===== src/rtl/ptt_sequencer.sv =====
// ptt_sequencer: TX/RX sequencer and PTT arbiter; define PTT_SEQ_TOT_EN for the transmit time-out.
module ptt_sequencer #(
    parameter int SWITCH_CYCLES  = 100_000,
    parameter int TXDELAY_CYCLES = 30_000_000,
    parameter int TAIL_CYCLES    = 5_000_000,
    parameter int TOT_CYCLES     = 2_000_000_000
) (
    input  logic       clk,
    input  logic       resetn,
    input  logic       ptt_req,
    input  logic       pkt_req,
    input  logic       pkt_done,
    input  logic       mod_busy,
    output logic       rx_mute,
    output logic       rf_sw_tx,
    output logic       pa_en,
    output logic       pkt_grant,
    output logic       owner,
    output logic       tot_flag,
    output logic [2:0] state
);
    localparam logic [2:0] IDLE    = 3'd0;
    localparam logic [2:0] KEYUP   = 3'd1;
    localparam logic [2:0] TXDELAY = 3'd2;
    localparam logic [2:0] TX      = 3'd3;
    localparam logic [2:0] TAIL    = 3'd4;
    localparam logic [2:0] KEYDOWN = 3'd5;
    localparam logic [2:0] LOCKOUT = 3'd6;
    localparam int MAX_A = SWITCH_CYCLES > TXDELAY_CYCLES ? SWITCH_CYCLES : TXDELAY_CYCLES;
    localparam int MAX_B = TAIL_CYCLES > TOT_CYCLES ? TAIL_CYCLES : TOT_CYCLES;
    localparam int TW = $clog2(MAX_A > MAX_B ? MAX_A : MAX_B) + 1;
    logic [2:0]    nxt;
    logic          own_nxt;
    logic          done;
    logic          expire;
    logic [TW-1:0] timer;
    logic [TW-1:0] load;
    always_comb begin
        nxt = state;
        own_nxt = owner;
        done = timer == '0;
        case (state)
            IDLE: begin
                nxt = (ptt_req || pkt_req) ? KEYUP : IDLE;
                own_nxt = (ptt_req || pkt_req) ? !ptt_req : owner;
            end
            KEYUP:   nxt = (!owner && !ptt_req) ? KEYDOWN : done ? TXDELAY : KEYUP;
            TXDELAY: nxt = (!owner && !ptt_req) ? KEYDOWN : done ? TX : TXDELAY;
            TX:      nxt = (owner ? pkt_done : !ptt_req) ? TAIL : TX;
            TAIL:    nxt = (done && !mod_busy) ? KEYDOWN : TAIL;
            KEYDOWN: nxt = done ? (tot_flag ? LOCKOUT : IDLE) : KEYDOWN;
            LOCKOUT: nxt = (!ptt_req && !pkt_req) ? IDLE : LOCKOUT;
            default: nxt = IDLE;
        endcase
        if (expire) nxt = TAIL;
    end
    // Each state's count is loaded as N-1 on entry so the state lasts exactly N cycles.
    assign load = (nxt == KEYUP || nxt == KEYDOWN) ? TW'(SWITCH_CYCLES - 1) :
                  nxt == TXDELAY ? TW'(TXDELAY_CYCLES - 1) :
                  nxt == TAIL ? TW'(TAIL_CYCLES - 1) : '0;
    always_ff @(posedge clk) begin
        if (!resetn) begin
            state <= IDLE;
            owner <= 1'b0;
            timer <= '0;
            rx_mute <= 1'b0;
            rf_sw_tx <= 1'b0;
            pa_en <= 1'b0;
            pkt_grant <= 1'b0;
        end else begin
            state <= nxt;
            owner <= own_nxt;
            timer <= nxt != state ? load : done ? timer : timer - 1'b1;
            rx_mute <= nxt != IDLE && nxt != LOCKOUT;
            rf_sw_tx <= nxt inside {KEYUP, TXDELAY, TX, TAIL, KEYDOWN};
            pa_en <= nxt inside {TXDELAY, TX, TAIL};
            pkt_grant <= nxt == TX && own_nxt;
        end
    end
`ifdef PTT_SEQ_TOT_EN
    localparam int CW = $clog2(TOT_CYCLES) + 1;
    logic [CW-1:0] tot_cnt;
    logic          counting;
    assign counting = state inside {KEYUP, TXDELAY, TX};
    assign expire = counting && tot_cnt == CW'(TOT_CYCLES - 1);
    always_ff @(posedge clk) begin
        if (!resetn) begin
            tot_cnt <= '0;
            tot_flag <= 1'b0;
        end else begin
            tot_cnt <= counting ? tot_cnt + 1'b1 : '0;
            tot_flag <= expire || (tot_flag && !(state == LOCKOUT && nxt == IDLE));
        end
    end
`else
    assign expire = 1'b0;
    assign tot_flag = 1'b0;
`endif
endmodule


===== config.mk =====
export PLATFORM = sky130hd
export DESIGN_NAME = ptt_sequencer
export DESIGN_NICKNAME = d
export VERILOG_FILES = /design/src/rtl/ptt_sequencer.sv
export SDC_FILE = /design/constraint.sdc
export NUM_CORES = 1
export LEC_CHECK = 0
export CAP_MARGIN = 15
export CORE_UTILIZATION = 44
export DETAILED_ROUTE_END_ITERATION = 12
export GPL_TIMING_DRIVEN = 0
export PLACE_DENSITY = 0.66
export SETUP_SLACK_MARGIN = 0.02
export SYNTH_ARGS = -nofsm -noshare
export SYNTH_HDL_FRONTEND = slang
export SYNTH_SLANG_ARGS = --single-unit

===== constraint.sdc =====
create_clock -name clk -period 4.51 [get_ports clk]
set_clock_uncertainty 0.1 [all_clocks]
set_input_delay 0.451 -clock clk [delete_from_list [all_inputs] [get_ports clk]]
set_output_delay 0.451 -clock clk [all_outputs]
set_load 0.1 [all_outputs]

Word-level counts from Yosys, hierarchy flattened:

Cells that the tools add are included.

* register bits: 40
* word-level logic and storage cells: 56

* reductions and logical operators: 16
* mux-type cells: 18
* add/subtract/negate cells: 1
* equality and inequality tests: 14

Operator list (count)
* $mux 32: 2
* $mux 25: 2
* $logic_not 32->1: 1
* $sub 32x1->32 const B: 1
* $mux 23: 1
* $pmux 3 s7: 1
* $eq 3x3->1 const B: 5
* $mux 3: 5
* $eq 3x2->1 const B: 4
* $eq 3x1->1 const B: 2
* $mux 1: 6
* $reduce_bool 3->1: 2
* $logic_and 1x1->1: 5
* $reduce_bool 5->1: 1
* $logic_not 1->1: 4
* $logic_not 3->1: 1
* $ne 3x3->1: 1
* $ne 3x3->1 const B: 1
* $logic_or 1x1->1: 2
* $mux 2: 1
* $ne 2x1->1 const B: 1

Depth between registers and ports, before layout:

* depth after elaboration: 9
* depth in mapped cells: 11

Worst setup path before layout:

No wires, ideal clock.

* kind: register to register
* start point: register timer[0]
* end point: register timer[0]
* buffers on the path: 1
* slack: 1.580 ns
* arrival: 2.695 ns
* data required time: 4.275 ns
* period minus slack after synthesis: 2.930 ns
* stages on the path, launching flop included: 10
* library setup time: 0.135 ns
* cells stage by stage: dfxtp_1 -> inv_1 -> ha_1 -> or4b_2 -> or4_1 -> nor3_1 -> buf_2 -> mux2_2 -> o21ai_2 -> a211oi_1

* cells in the longest elaborated chain, start to end: 9
* elaborated cells between the ends (all ways): 22
* classes of those cells: 1 x add/sub; 6 x eq/ne; 12 x mux; 3 x reduce/logical

RTL lines
* start, declared: RTL line 36 `logic [TW-1:0] timer;`
* start signal, assigned: RTL line 73 `timer <= nxt != state ? load : done ? timer : timer - 1'b1;`
* $logic_not 32->1: RTL line 41 `done = timer == '0;`
* $mux 1, or another cell as far along: RTL line 48 `TXDELAY: nxt = (!owner && !ptt_req) ? KEYDOWN : done ? TX : TXDELAY;`
* $mux 3, or another cell as far along: RTL line 48
* $pmux 3 s7: RTL line 42 `case (state)`
* $eq 3x3->1: RTL line 60 `nxt == TAIL ? TW'(TAIL_CYCLES - 1) : '0;`
* $mux 23: RTL line 60
* $mux 25: RTL line 59 `nxt == TXDELAY ? TW'(TXDELAY_CYCLES - 1) :`
* $mux 25: RTL line 58 `assign load = (nxt == KEYUP || nxt == KEYDOWN) ? TW'(SWITCH_CYCLES - 1) :`
* $mux 32: RTL line 73

Parallel ways exist; a longest one is shown, timed or not. The select of a mux whose other input is x is not followed.
A chain may end at the register's enable or synchronous reset.

Final worst setup path:

* start point: register timer[0]
* end point: register timer[1]

Same word-level chain as after synthesis.

==> flow_summary.yaml <==
run_status:
  status: "complete, no violations"
critical_path:
  cp_cell_sequence: "inv_1 > ha_1 > or4b_2 > or4_1 > nor4b_2 > a211oi_1 > o21ai_2 > a211oi_1"
  slowest_stage: "nor4b_2"
  r2r-end: "timer[1]"
  reg2reg_from: "timer[0]"
  crit_type: "flop to flop"
  worstPathArrival_ns: 3.48
  worstSetupEndpointType: "flop"
  cp_common_cell: "a211oi_1"
  required_ns: 4.59
  critical_path.startpoint: "timer[0]"
  cp_max_fo: 8
  worstRegToRegCells: 8
  crit_family: "simple AND/OR/NAND/NOR gates"
  cpPeakStageDelay_ns: 0.76
  startpoint_type: "flop"
  path_buf_inv: 1
  rrSetupSlack_ns: 1.10
finish:
  syn2layout_area_growth_pct: 11.83
  fin_util_pct: 51.31
  drive_gt1_share_pct: 10.53
  fin_cells: 374
  insertedDiodeCount: 0
  mostFrequentLayoutCells: "40 x dfxtp_1, 34 x nor2_1, 24 x a21oi_1, 16 x xnor2_1, 15 x nor3_1"
  fin_nets: 312
  final_common_cell: "dfxtp_1"
sta:
  fmax_ghz: 0.2937
  rsz0062_at_grt: "no"
  maxSlewViolCount: 0
  period_needed_ns: 3.405
  fin_setup_tns_ns: 0
  finalHoldViolCount: 0
  post-route-period-util_pct: 75.50
  timing.final.setup_violations: 0
  worst_slew_pin_slew_ns: 0.9755
  slew_headroom_pct: 34.76
place:
  portBuffers: 11
  hpwl_um: 4155
  placed_cells: 367
  gp_congestion: 0.8276
synthesis:
  ys_warn_count: 0
  syn_inst: 286
  syn_area_per_cell_um2: 8.247
  synth_largest_area_cell: "dfxtp_1"
  synth_flop_cell: "dfxtp_1"
  synthDominantCellAreaShare_pct: 33.95
  synth_cell_type_count: 60
  synth.area.top_cells: "dfxtp_1 34%, xnor2_1 5.9%, nor2_1 5.4%, a21oi_1 5.1%, xor2_1 4.1%"
  syn_area_um2: 2359
  ys_ff_latch: 40
  async_flop_share_pct: 0
  synth_edf_count: 0
  synth_nets: 294
  synth-seq-area-share_pct: 33.95
floorplan:
  die_width_um: 75.22
  design.die.area_um2: 5657
  core_area_um2: 5140
  die_h_um: 75.22
  start_util_pct: 45.89
  rows: 26
  io_pins: 15
detailed_routing:
  drtIter0Drc: 110
  wl_um: 5815
  wl_per_cell_um: 15.55
  final_antenna_net_count: 0
  vias: 2146
  dr.pass1.iters: 4
  routed_via_density: 5.738
  route.detailed.drc: 0
clock_network:
  cts_buffers: 5
  clock_sinks: 40
  cts_tree: "yes"
  postCtsSetupBuffers: 0
  path_clk_slew_ns: 0.08
  root_buffer: "clkbuf_8"
  clock_latency_ns: 0.31
  post_cts_resize_count: 0
  cts_buffer_depth: 2
  ctsHtreeMaxLevel: 2
  hold_buffers: 0
global_route:
  grt_overflow_total: 0
  grt_pass1_vias: 1890
  grt_max_degree: 13
  antenna_found_initial: 0
  grt_util_all_layers_pct: 22.40
  grt_pass1_wl_um: 9459
pwr:
  p_per_area_nw_per_um2: 506.8
  ir_drop_mv: 0.2850
  p_leak_nw: 1.002
hold_path:
  whs_endpoint: "state[2]"
  hold_start: "resetn"
  holdPathStages: 2
  hp-class: "primary input to flop"
flow_run:
  cap_violations: 0
[kinds of logic (layout without fill, tap and decap cells)]
group,count (synthesis),after routing,synth area share (%)
other cells,1,1,0.1590
mux,3,3,1.379
compound gates,66,66,18.67
xor+xnor,27,27,10.03
fa+ha+maj,2,2,1.061
buf+inv,22,40,5.252
flops,40,40,33.95
simple gates,125,125,29.50
[synth_stat cells (3+ instances only)]
| cell | number |
|---|---|
| dfxtp_1 | 40 |
| nor2_1 | 34 |
| a21oi_1 | 24 |
| xnor2_1 | 16 |
| nor3_1 | 15 |
| nand2_1 | 13 |
| xor2_1 | 11 |
| nor4_1 | 9 |
| clkbuf_1 | 8 |
| nand3_1 | 8 |
| or4_1 | 8 |
| a21o_1 | 6 |
| o21a_1 | 6 |
| a211oi_1 | 5 |
| inv_1 | 5 |
| nand2b_1 | 5 |
| nand4_1 | 5 |
| buf_6 | 4 |
| or2_2 | 4 |
| or3_1 | 4 |
| and2_1 | 3 |
| buf_2 | 3 |
[layout make-up]
cell class / count / area (um^2)
fill: 519 / 2502
multi-input combinational: 224 / 1434
sequential: 40 / 800.8
timing repair buffer: 11 / 110.1
buffer: 17 / 105.1
tap: 70 / 87.58
clock buffer: 5 / 68.82
inverter: 5 / 18.77
clock inverter: 2 / 12.51
[layer usage]
layer	wire length (um)	up-vias	global-route usage, %
li1	-	1066	-
met1	2897	1034	31.69
met2	2593	38	34.83
met3	240	8	4.016
met4	83	0	6.790
met5	0	-	0
[how the worst max path moves through the flow]
stage / cells after the start / slack, ns / endpoint
2_1_floorplan: 9 / 1.58 / timer[0]
3_3_place_gp: 8 / 1.17 / timer[16]
3_5_place_dp: 8 / 1.15 / timer[1]
4_1_cts: 8 / 1.14 / timer[1]
5_1_grt: 8 / 0.94 / timer[0]
6_report: 8 / 1.10 / timer[1]
[flip-flops by register name, indices dropped and copies added (netlist names)]
| register | count |
|---|---|
| owner | 1 |
| pa_en | 1 |
| pkt_grant | 1 |
| rf_sw_tx | 1 |
| rx_mute | 1 |
| state | 3 |
| timer | 32 |
[per-stage QoR]
step | setup slack [ns] | total power, mW | cell area, um^2 | hold WS, ns
finish | 1.105 | 1.337 | 2638 | 0.2982
global route | 0.9374 | 1.420 | 2638 | 0.2991
CTS | 1.142 | 1.332 | 2638 | 0.2963
detailed placement | 1.151 | 1.093 | 2556 | 0.4010
global placement | 1.170 | 1.086 | 2556 | 0.3926
floorplan | 1.580 | 0.9591 | 2359 | 0.3704
[power by group]
part,internal (mW),total (mW),leakage [nW],switching [mW]
sequential,0.408,0.464,0.327,0.0551
clock,0.105,0.240,0.0400,0.135
combinational,0.246,0.633,0.635,0.387
total,0.759,1.34,1.00,0.578
No activity file was read; power rests on OpenSTA's default activity.
